`src/rtl/rx_core.sv`:
```
// rx_core: UART 8N1 receive core. Turns the serial rx line back into bytes.
// Each byte is offered on a valid/ready handshake. Single-cycle pulses report
// every stop-bit sample, framing errors and overruns.
module rx_core #(
  parameter int CLKS_PER_BIT = 16,  // must be >= 4 and even
  parameter int DATA_BITS    = 8
) (
  input  logic                 rx_clk,
  input  logic                 reset_n,
  input  logic                 rx,
  output logic [DATA_BITS-1:0] rx_data,
  output logic                 rx_valid,
  input  logic                 rx_ready,
  output logic                 rx_done,
  output logic                 rx_frame_err,
  output logic                 rx_overrun
);

  localparam int CW = $clog2(CLKS_PER_BIT);
  localparam int BW = $clog2(DATA_BITS + 1);
  localparam logic [CW-1:0] HALF_M1 = CW'(CLKS_PER_BIT / 2 - 1);
  localparam logic [CW-1:0] FULL_M1 = CW'(CLKS_PER_BIT - 1);
  localparam logic [BW-1:0] LAST_BIT = BW'(DATA_BITS - 1);

  typedef enum logic [1:0] {S_IDLE, S_START, S_DATA, S_STOP} state_t;

  state_t               state_q, state_d;
  logic [CW-1:0]        baud_q, baud_d;
  logic [BW-1:0]        bit_q, bit_d;
  logic [DATA_BITS-1:0] shift_q, shift_d;
  logic [DATA_BITS-1:0] data_q, data_d;
  logic                 valid_q, valid_d;
  logic                 done_q, done_d;
  logic                 ferr_q, ferr_d;
  logic                 ovr_q, ovr_d;
  logic                 rx_meta_q, rx_s_q;
  logic                 accept;

  // Two-flop synchroniser; it resets to the idle-high line level so reset
  // release never looks like a start bit.
  always_ff @(posedge rx_clk or negedge reset_n) begin
    if (!reset_n) begin
      rx_meta_q <= 1'b1;
      rx_s_q    <= 1'b1;
    end else begin
      // NOTE: non-blocking assignments make both flops sample the old value,
      // forming a real two-stage pipeline rather than a single flop.
      rx_meta_q <= rx;
      rx_s_q    <= rx_meta_q;
    end
  end

  assign accept = valid_q & rx_ready;

  // Next-state logic: frame sequencing, mid-bit sampling, handshake and flags.
  always_comb begin
    // NOTE: every signal gets a default here so no path leaves it unassigned,
    // which would otherwise infer a latch.
    state_d = state_q;
    baud_d  = baud_q + 1'b1;
    bit_d   = bit_q;
    shift_d = shift_q;
    data_d  = data_q;
    valid_d = valid_q;
    done_d  = 1'b0;
    ferr_d  = 1'b0;
    ovr_d   = 1'b0;

    if (accept) valid_d = 1'b0;

    case (state_q)
      S_IDLE: begin
        baud_d = '0;
        if (!rx_s_q) state_d = S_START;
      end
      S_START: begin
        // Mid start bit: a high line here means the low edge was a glitch.
        if (baud_q == HALF_M1) begin
          baud_d = '0;
          if (rx_s_q) begin
            state_d = S_IDLE;
          end else begin
            state_d = S_DATA;
            bit_d   = '0;
          end
        end
      end
      S_DATA: begin
        if (baud_q == FULL_M1) begin
          baud_d  = '0;
          shift_d = {rx_s_q, shift_q[DATA_BITS-1:1]};
          bit_d   = bit_q + 1'b1;
          if (bit_q == LAST_BIT) state_d = S_STOP;
        end
      end
      S_STOP: begin
        // Re-arm at mid-stop so a back-to-back start bit is not missed.
        if (baud_q == FULL_M1) begin
          baud_d  = '0;
          done_d  = 1'b1;
          state_d = S_IDLE;
          if (!rx_s_q) begin
            ferr_d = 1'b1;
          end else if (!valid_q || accept) begin
            data_d  = shift_q;
            valid_d = 1'b1;
          end else begin
            ovr_d = 1'b1;
          end
        end
      end
      default: state_d = S_IDLE;
    endcase
  end

  // State and output registers.
  always_ff @(posedge rx_clk or negedge reset_n) begin
    if (!reset_n) begin
      state_q <= S_IDLE;
      baud_q  <= '0;
      bit_q   <= '0;
      shift_q <= '0;
      data_q  <= '0;
      valid_q <= 1'b0;
      done_q  <= 1'b0;
      ferr_q  <= 1'b0;
      ovr_q   <= 1'b0;
    end else begin
      state_q <= state_d;
      baud_q  <= baud_d;
      bit_q   <= bit_d;
      shift_q <= shift_d;
      data_q  <= data_d;
      valid_q <= valid_d;
      done_q  <= done_d;
      ferr_q  <= ferr_d;
      ovr_q   <= ovr_d;
    end
  end

  assign rx_data      = data_q;
  assign rx_valid     = valid_q;
  assign rx_done      = done_q;
  assign rx_frame_err = ferr_q;
  assign rx_overrun   = ovr_q;

endmodule

```
`config.mk`:
```
export PLATFORM = sky130hd
export DESIGN_NAME = rx_core
export DESIGN_NICKNAME = d
export VERILOG_FILES = /design/src/rtl/rx_core.sv
export SDC_FILE = /design/constraint.sdc
export NUM_CORES = 1
export LEC_CHECK = 0
export BUFFER_PORTS_ARGS = -buffer_cell sky130_fd_sc_hd__buf_2
export CAP_MARGIN = 5
export CORE_AREA = 2 2 51 53
export DETAILED_ROUTE_END_ITERATION = 8
export DIE_AREA = 0 0 53 55
export PLACE_DENSITY_LB_ADDON = 0.08
export SLEW_MARGIN = 40
export SYNTH_ARGS = -nofsm -noshare
export SYNTH_HDL_FRONTEND = slang
export SYNTH_SLANG_ARGS = --single-unit
```
`constraint.sdc`:
```
create_clock -name rx_clk -period 3.3 [get_ports rx_clk]
set_input_delay 0.165 -clock rx_clk [delete_from_list [all_inputs] [get_ports rx_clk]]
set_output_delay 0.165 -clock rx_clk [all_outputs]
set_load 0.02 [all_outputs]
```
### After elaboration in Yosys (flattened, before gate mapping)

Index checks and enable logic that the tools add are counted.

| operators by class | value |
|---|---|
| add/subtract/negate cells | 2 |
| multipliers | 0 |
| div/mod/pow operators | 0 |
| magnitude comparators | 0 |
| equal/unequal tests | 12 |
| shift operators | 0 |
| multiplexer cells | 28 |
| bitwise operators | 1 |
| reduce and logical (&&, ||, !) cells | 9 |

Operators by type and width:

| cell | count |
|---|---|
| 2-to-1 mux 4 bit | 5 |
| 2-to-1 mux 1 bit | 14 |
| 2-to-1 mux 2 bit | 6 |
| inequality test 2 bit, second input constant | 6 |
| case mux 4 bit (3 select lines) | 1 |
| adder 4 x 1 -> 4 bit, second input constant | 2 |
| equality test 4 x 3 -> 1 bit, second input constant | 2 |
| case mux 2 bit (4 select lines) | 1 |
| case mux 4 bit (2 select lines) | 1 |
| AND reduction 4 bit | 2 |
| AND reduction 5 bit | 1 |
| equality test 2 bit, second input constant | 2 |
| equality test 4 bit, second input constant | 1 |
| equality test 2 x 1 -> 1 bit, second input constant | 1 |
| zero test 2 bit | 1 |
| AND reduction 2 bit | 1 |
| nonzero test 2 bit | 1 |
| OR reduction 2 bit | 1 |
| bitwise AND 1 bit | 1 |
| zero test 1 bit | 1 |
| logical OR 1 bit | 1 |

| storage, ports and cells | value |
|---|---|
| flip-flop bits (word level) | 32 |
| bits in latches | 0 |
| bits in writable memories | 0 |
| memory bits (read-only) | 0 |
| bits of input ports | 4 |
| output and inout bits | 12 |
| memories | 0 |

### Depth between registers and ports, before layout

| depth | value |
|---|---|
| word-level depth | 6 |
| depth in mapped cells | 5 |
| mapped depth without buffers | 4 |

### Worst setup path after synthesis

Ideal clock, no wire load.

| path | value |
|---|---|
| kind | reg-to-reg |
| start | register baud_q[0] |
| end | register data_q[0], in the netlist rx_data[0] |
| library setup time | 125 ps |
| data arrival time | 1495 ps |
| data required time | 3175 ps |
| path slack | 1680 ps |
| stages on the path, launching flop included | 6 |
| period minus slack after synthesis | 1620 ps |
| cells stage by stage | dfrtp_1 ha_1 and3_4 and4_1 buf_2 mux2_2 |

| between the ends | value |
|---|---|
| longest elaborated chain between the ends | 2 |

Ends and longest elaborated chain:

| item | line | RTL |
|---|---|---|
| from (decl) | 28 | `logic [CW-1:0] baud_q, baud_d;` |
| from (signal assigned) | 130 | `baud_q <= baud_d;` |
| equality test 4 bit | 98 | `if (baud_q == FULL_M1) begin` |
| AND reduction 4 bit (no line) | n/a |  |
| to (signal assigned) | 133 | `data_q <= data_d;` |
| to (decl) | 31 | `logic [DATA_BITS-1:0] data_q, data_d;` |

Every way passes these cells.
A chain may end at the register's enable or synchronous reset.

### Worst setup path after layout

| path | value |
|---|---|
| start | register baud_q[0] |
| end | register data_q[1], in the netlist rx_data[1] |

The elaborated chain is that of the path after synthesis.

==> impl_results.md <==
* RD Place Congestion at 0.752
* Hold WC Path Type: in2reg
* Post-DRT Antenna Nets at 0
* Maximum ir drop on the vdd rail at 0.000370 V
* Setup WS post-layout at 1420 ps
* CTS Sinks at 32
* Number of instances resized during post-cts repair at 0
* Critical Setup Path Class: reg2reg
* CTS tree: yes
* Routed wirelength normalized by instance count at 14.6 um
* Initial standard-cell utilization of the core at 57.5%
* Final setup violation count at 0
* Area share of the leading cell type in the synthesized netlist at 55.2%
* Time the final worst path needs with I/O delays and setup at 1880 ps
* Worst reg2reg setup slack at 1420 ps
* Number of detailed-routing iterations run before antenna repair at 4
* Worst slack, placed at 1440 ps
* Clock insertion delay at the later pin of the skew report at 320 ps
* Result of the run: completed
* Final worst clock skew at 6.45 ps
* Number of nets in the layout at 129
* WP buf/inv at 0
* Cell-internal power at 655 uW
* Sequence of cells on the critical path: ha_1 -> and3_4 -> and4_1 -> mux2_2
* Gr usage total at 18.5%
* Final std cells w/o fill at 154
* Cts bufs inserted at 5
* Largest fanout on the critical path at 8
* # diodes at 0
* Worst-case clock buffer depth at 2
* Final routed wirelength across all metal layers at 2250 um
* Post-synth EDFFs at 0
* H-tree Lvls at 2
* Number of global-route vias before repair at 834
* Async set-reset flop share out of synthesis at 100%
* Element type at the critical path start: register
* Leakage power at 0.757 nW
* RSZ-0062 raised after global routing: no
* Number of DRC markers in iteration 0 at 7
* Register area share after synthesis at 59.1%
* Sum of overflow across all layers after global routing at 0
* Critical-path top delay cell: sky130_fd_sc_hd__and4_1
* Largest net degree at the start of global routing at 33
* Transition time at the pin with the least slew margin at 679 ps
* Detailed Place HPWL at 1510 um
* Share of final-layout standard cells stronger than drive strength 1 at 34.7%
* Relative slew slack at 54.7%
* Final Hold Slack at 156 ps
* Switching power summed over all nets at 304 uW
* Power share of the clock group at 23.4%
* Placed Instances at 144
* Post-Syn Area at 0.00136 mm2
* Vias at 868
* Post-synth top cells: sky130_fd_sc_hd__dfrtp_1, sky130_fd_sc_hd__mux2_2, sky130_fd_sc_hd__nand3_1
* Power density relative to cell area at 629 mW/mm2
* Boundary Pins at 16
* Global-route wire length before repair at 3690 um
* Leading post-synthesis cells by cell area: sky130_fd_sc_hd__dfrtp_1, sky130_fd_sc_hd__mux2_2, sky130_fd_sc_hd__dfstp_2, sky130_fd_sc_hd__ha_1, sky130_fd_sc_hd__nand3_1
* Multi-input gate area at 520 um2
* Power consumption at 960 uW
* CTS clock-pin slew for the worst setup and hold paths at 90 ps
* Avg Cell Area, Syn at 13.1 um2
* Die Ht at 55 um
* Max Cap Viol at 0
* Most used flip-flop cell after synthesis: sky130_fd_sc_hd__dfrtp_1
* Post-DR vias/cell at 5.64
* Final routed DRC violation total at 0
* Net switching fraction of the power at 31.7%
* Layout-stage area growth over the synthesis result at 12.2%
* Total count of hold-check failures in the final report at 0
* Row cnt at 18
* Flops & latches, synth at 32
* Most common cell in the synthesized netlist: sky130_fd_sc_hd__dfrtp_1
* Clock tree root driver cell: sky130_fd_sc_hd__clkbuf_4
* Number of unique standard cell types used by synthesis at 35
* Die area at 0.00292 mm2
* Final count of pins violating max slew at 0
* Crit. End Element: register
* Area leader, netlist: sky130_fd_sc_hd__dfrtp_1
* Post-Synthesis Cells at 104
* Critical path arrival at 2080 ps
* Combinational power share at 21.1%
* Portion of the clock cycle consumed by the worst path in the final layout at 56.8%
* Cell family with most CP delay: simple AND/OR/NAND/NOR gates
* Maximum single-stage delay on the critical path at 420 ps
* Number of nets produced by synthesis at 110
* Required time of the critical path at 3510 ps
* Warnings from Yosys at 0
* Flop pwr share at 55.4%
* Register area at 803 um2
* Initial antenna violation count at 0
* PortBufs at 15
* Achievable frequency at 533 MHz
* Setup TNS at 0 ps
* Die outline width at 53 um
* Placeable core region at 0.00236 mm2
* Count of filler cells inserted in the layout at 198
## per-stage QoR
stage | area, um2 | utilization (%)
6_report | 1530 | 64.6
5_1_grt | 1530 | 64.6
4_1_cts | 1530 | 64.6
3_5_place_dp | 1450 | 61.2
3_3_place_gp | 1450 | 61.2
2_1_floorplan | 1360 | -
## worst paths after layout
kind | startpoint | endpoint | depth (start not counted)
min reg2reg | rx_meta_q | rx_s_q | 0
min in group asynchronous | reset_n | baud_q[2] | 2
max | baud_q[0] | rx_data[1] | 4
min | rx_ready | rx_overrun | 3
max reg2reg | baud_q[0] | rx_data[1] | 4
max in group asynchronous | reset_n | shift_q[4] | 2
## logic make-up after synthesis
group	count (synthesis)	share of synthesized area, %
AOI/OAI and AO/OA	14	6.99
and+or+nand+nor	29	13.8
muxes	17	14.4
DFF	32	59.1
adders and majority gates	2	1.84
xor gates and xnor gates	2	1.29
buffers and inverters	8	2.67
## power by group through the flow
stage / Clock [mW] / Sequential (mW) / Combinational, mW
final: 0.225 / 0.532 / 0.203
after global routing: 0.252 / 0.545 / 0.230
after CTS: 0.235 / 0.530 / 0.205
after detailed placement: 0 / 0.537 / 0.200
after global placement: 0 / 0.533 / 0.198
after floorplan: 0 / 0.482 / 0.215
## layer usage
metal | track usage (%) | routed length (um) | part of all wire [%] | vias to the layer above
li1 | - | - | - | 407
met1 | 23.1 | 1020 | 45 | 436
met2 | 29.0 | 1090 | 48 | 20
met3 | 5.65 | 97 | 4.3 | 5
met4 | 10.3 | 43 | 1.9 | 0
met5 | 0 | 0 | 0 | -
## sequential cells by signal, indices dropped and copies added, names as in the netlist, named ones only
name,count
rx_data,8
rx_done,1
rx_valid,1
rx_overrun,1
bit_q,4
rx_frame_err,1
state_q,1
baud_q,4
rx_meta_q,1
shift_q,8
rx_s_q,1
## cell usage in the layout, fill, tap and decap left out, drive strengths merged, types with 2 or more instances in the layout
cell type    count
dfrtp           30
mux2            17
buf             15
clkbuf           8
nand3            5
nor2             4
a211oi           3
nand3b           3
a21oi            3
inv              3
and2             3
nand2            3
nor2b            2
nand4b           2
o22ai            2
ha               2
dlygate4sd3      2
dfstp            2
and3             2
or4b             2
## area by class of cell
class                           count  area share (%)
Clock buffer                        8            3.85
Tap cell                           30            2.46
Sequential cell                    32            52.6
Multi-Input combinational cell     64            34.1
Timing Repair Buffer               17            6.23
Inverter                            3           0.738
## tightest hold or removal path, delay by kind of cell
family / cells / cell delay, ps
buffers and inverters: 1 / 80
AND/OR/NAND/NOR: 2 / 200
## timing repair
action,in CTS,in global routing
setup buffers,0,0
endpoints found under the setup margin,0,0
hold buffers,2,0
endpoints found under the hold margin,31,0
Note: power is estimated with default switching activity, not from simulation.
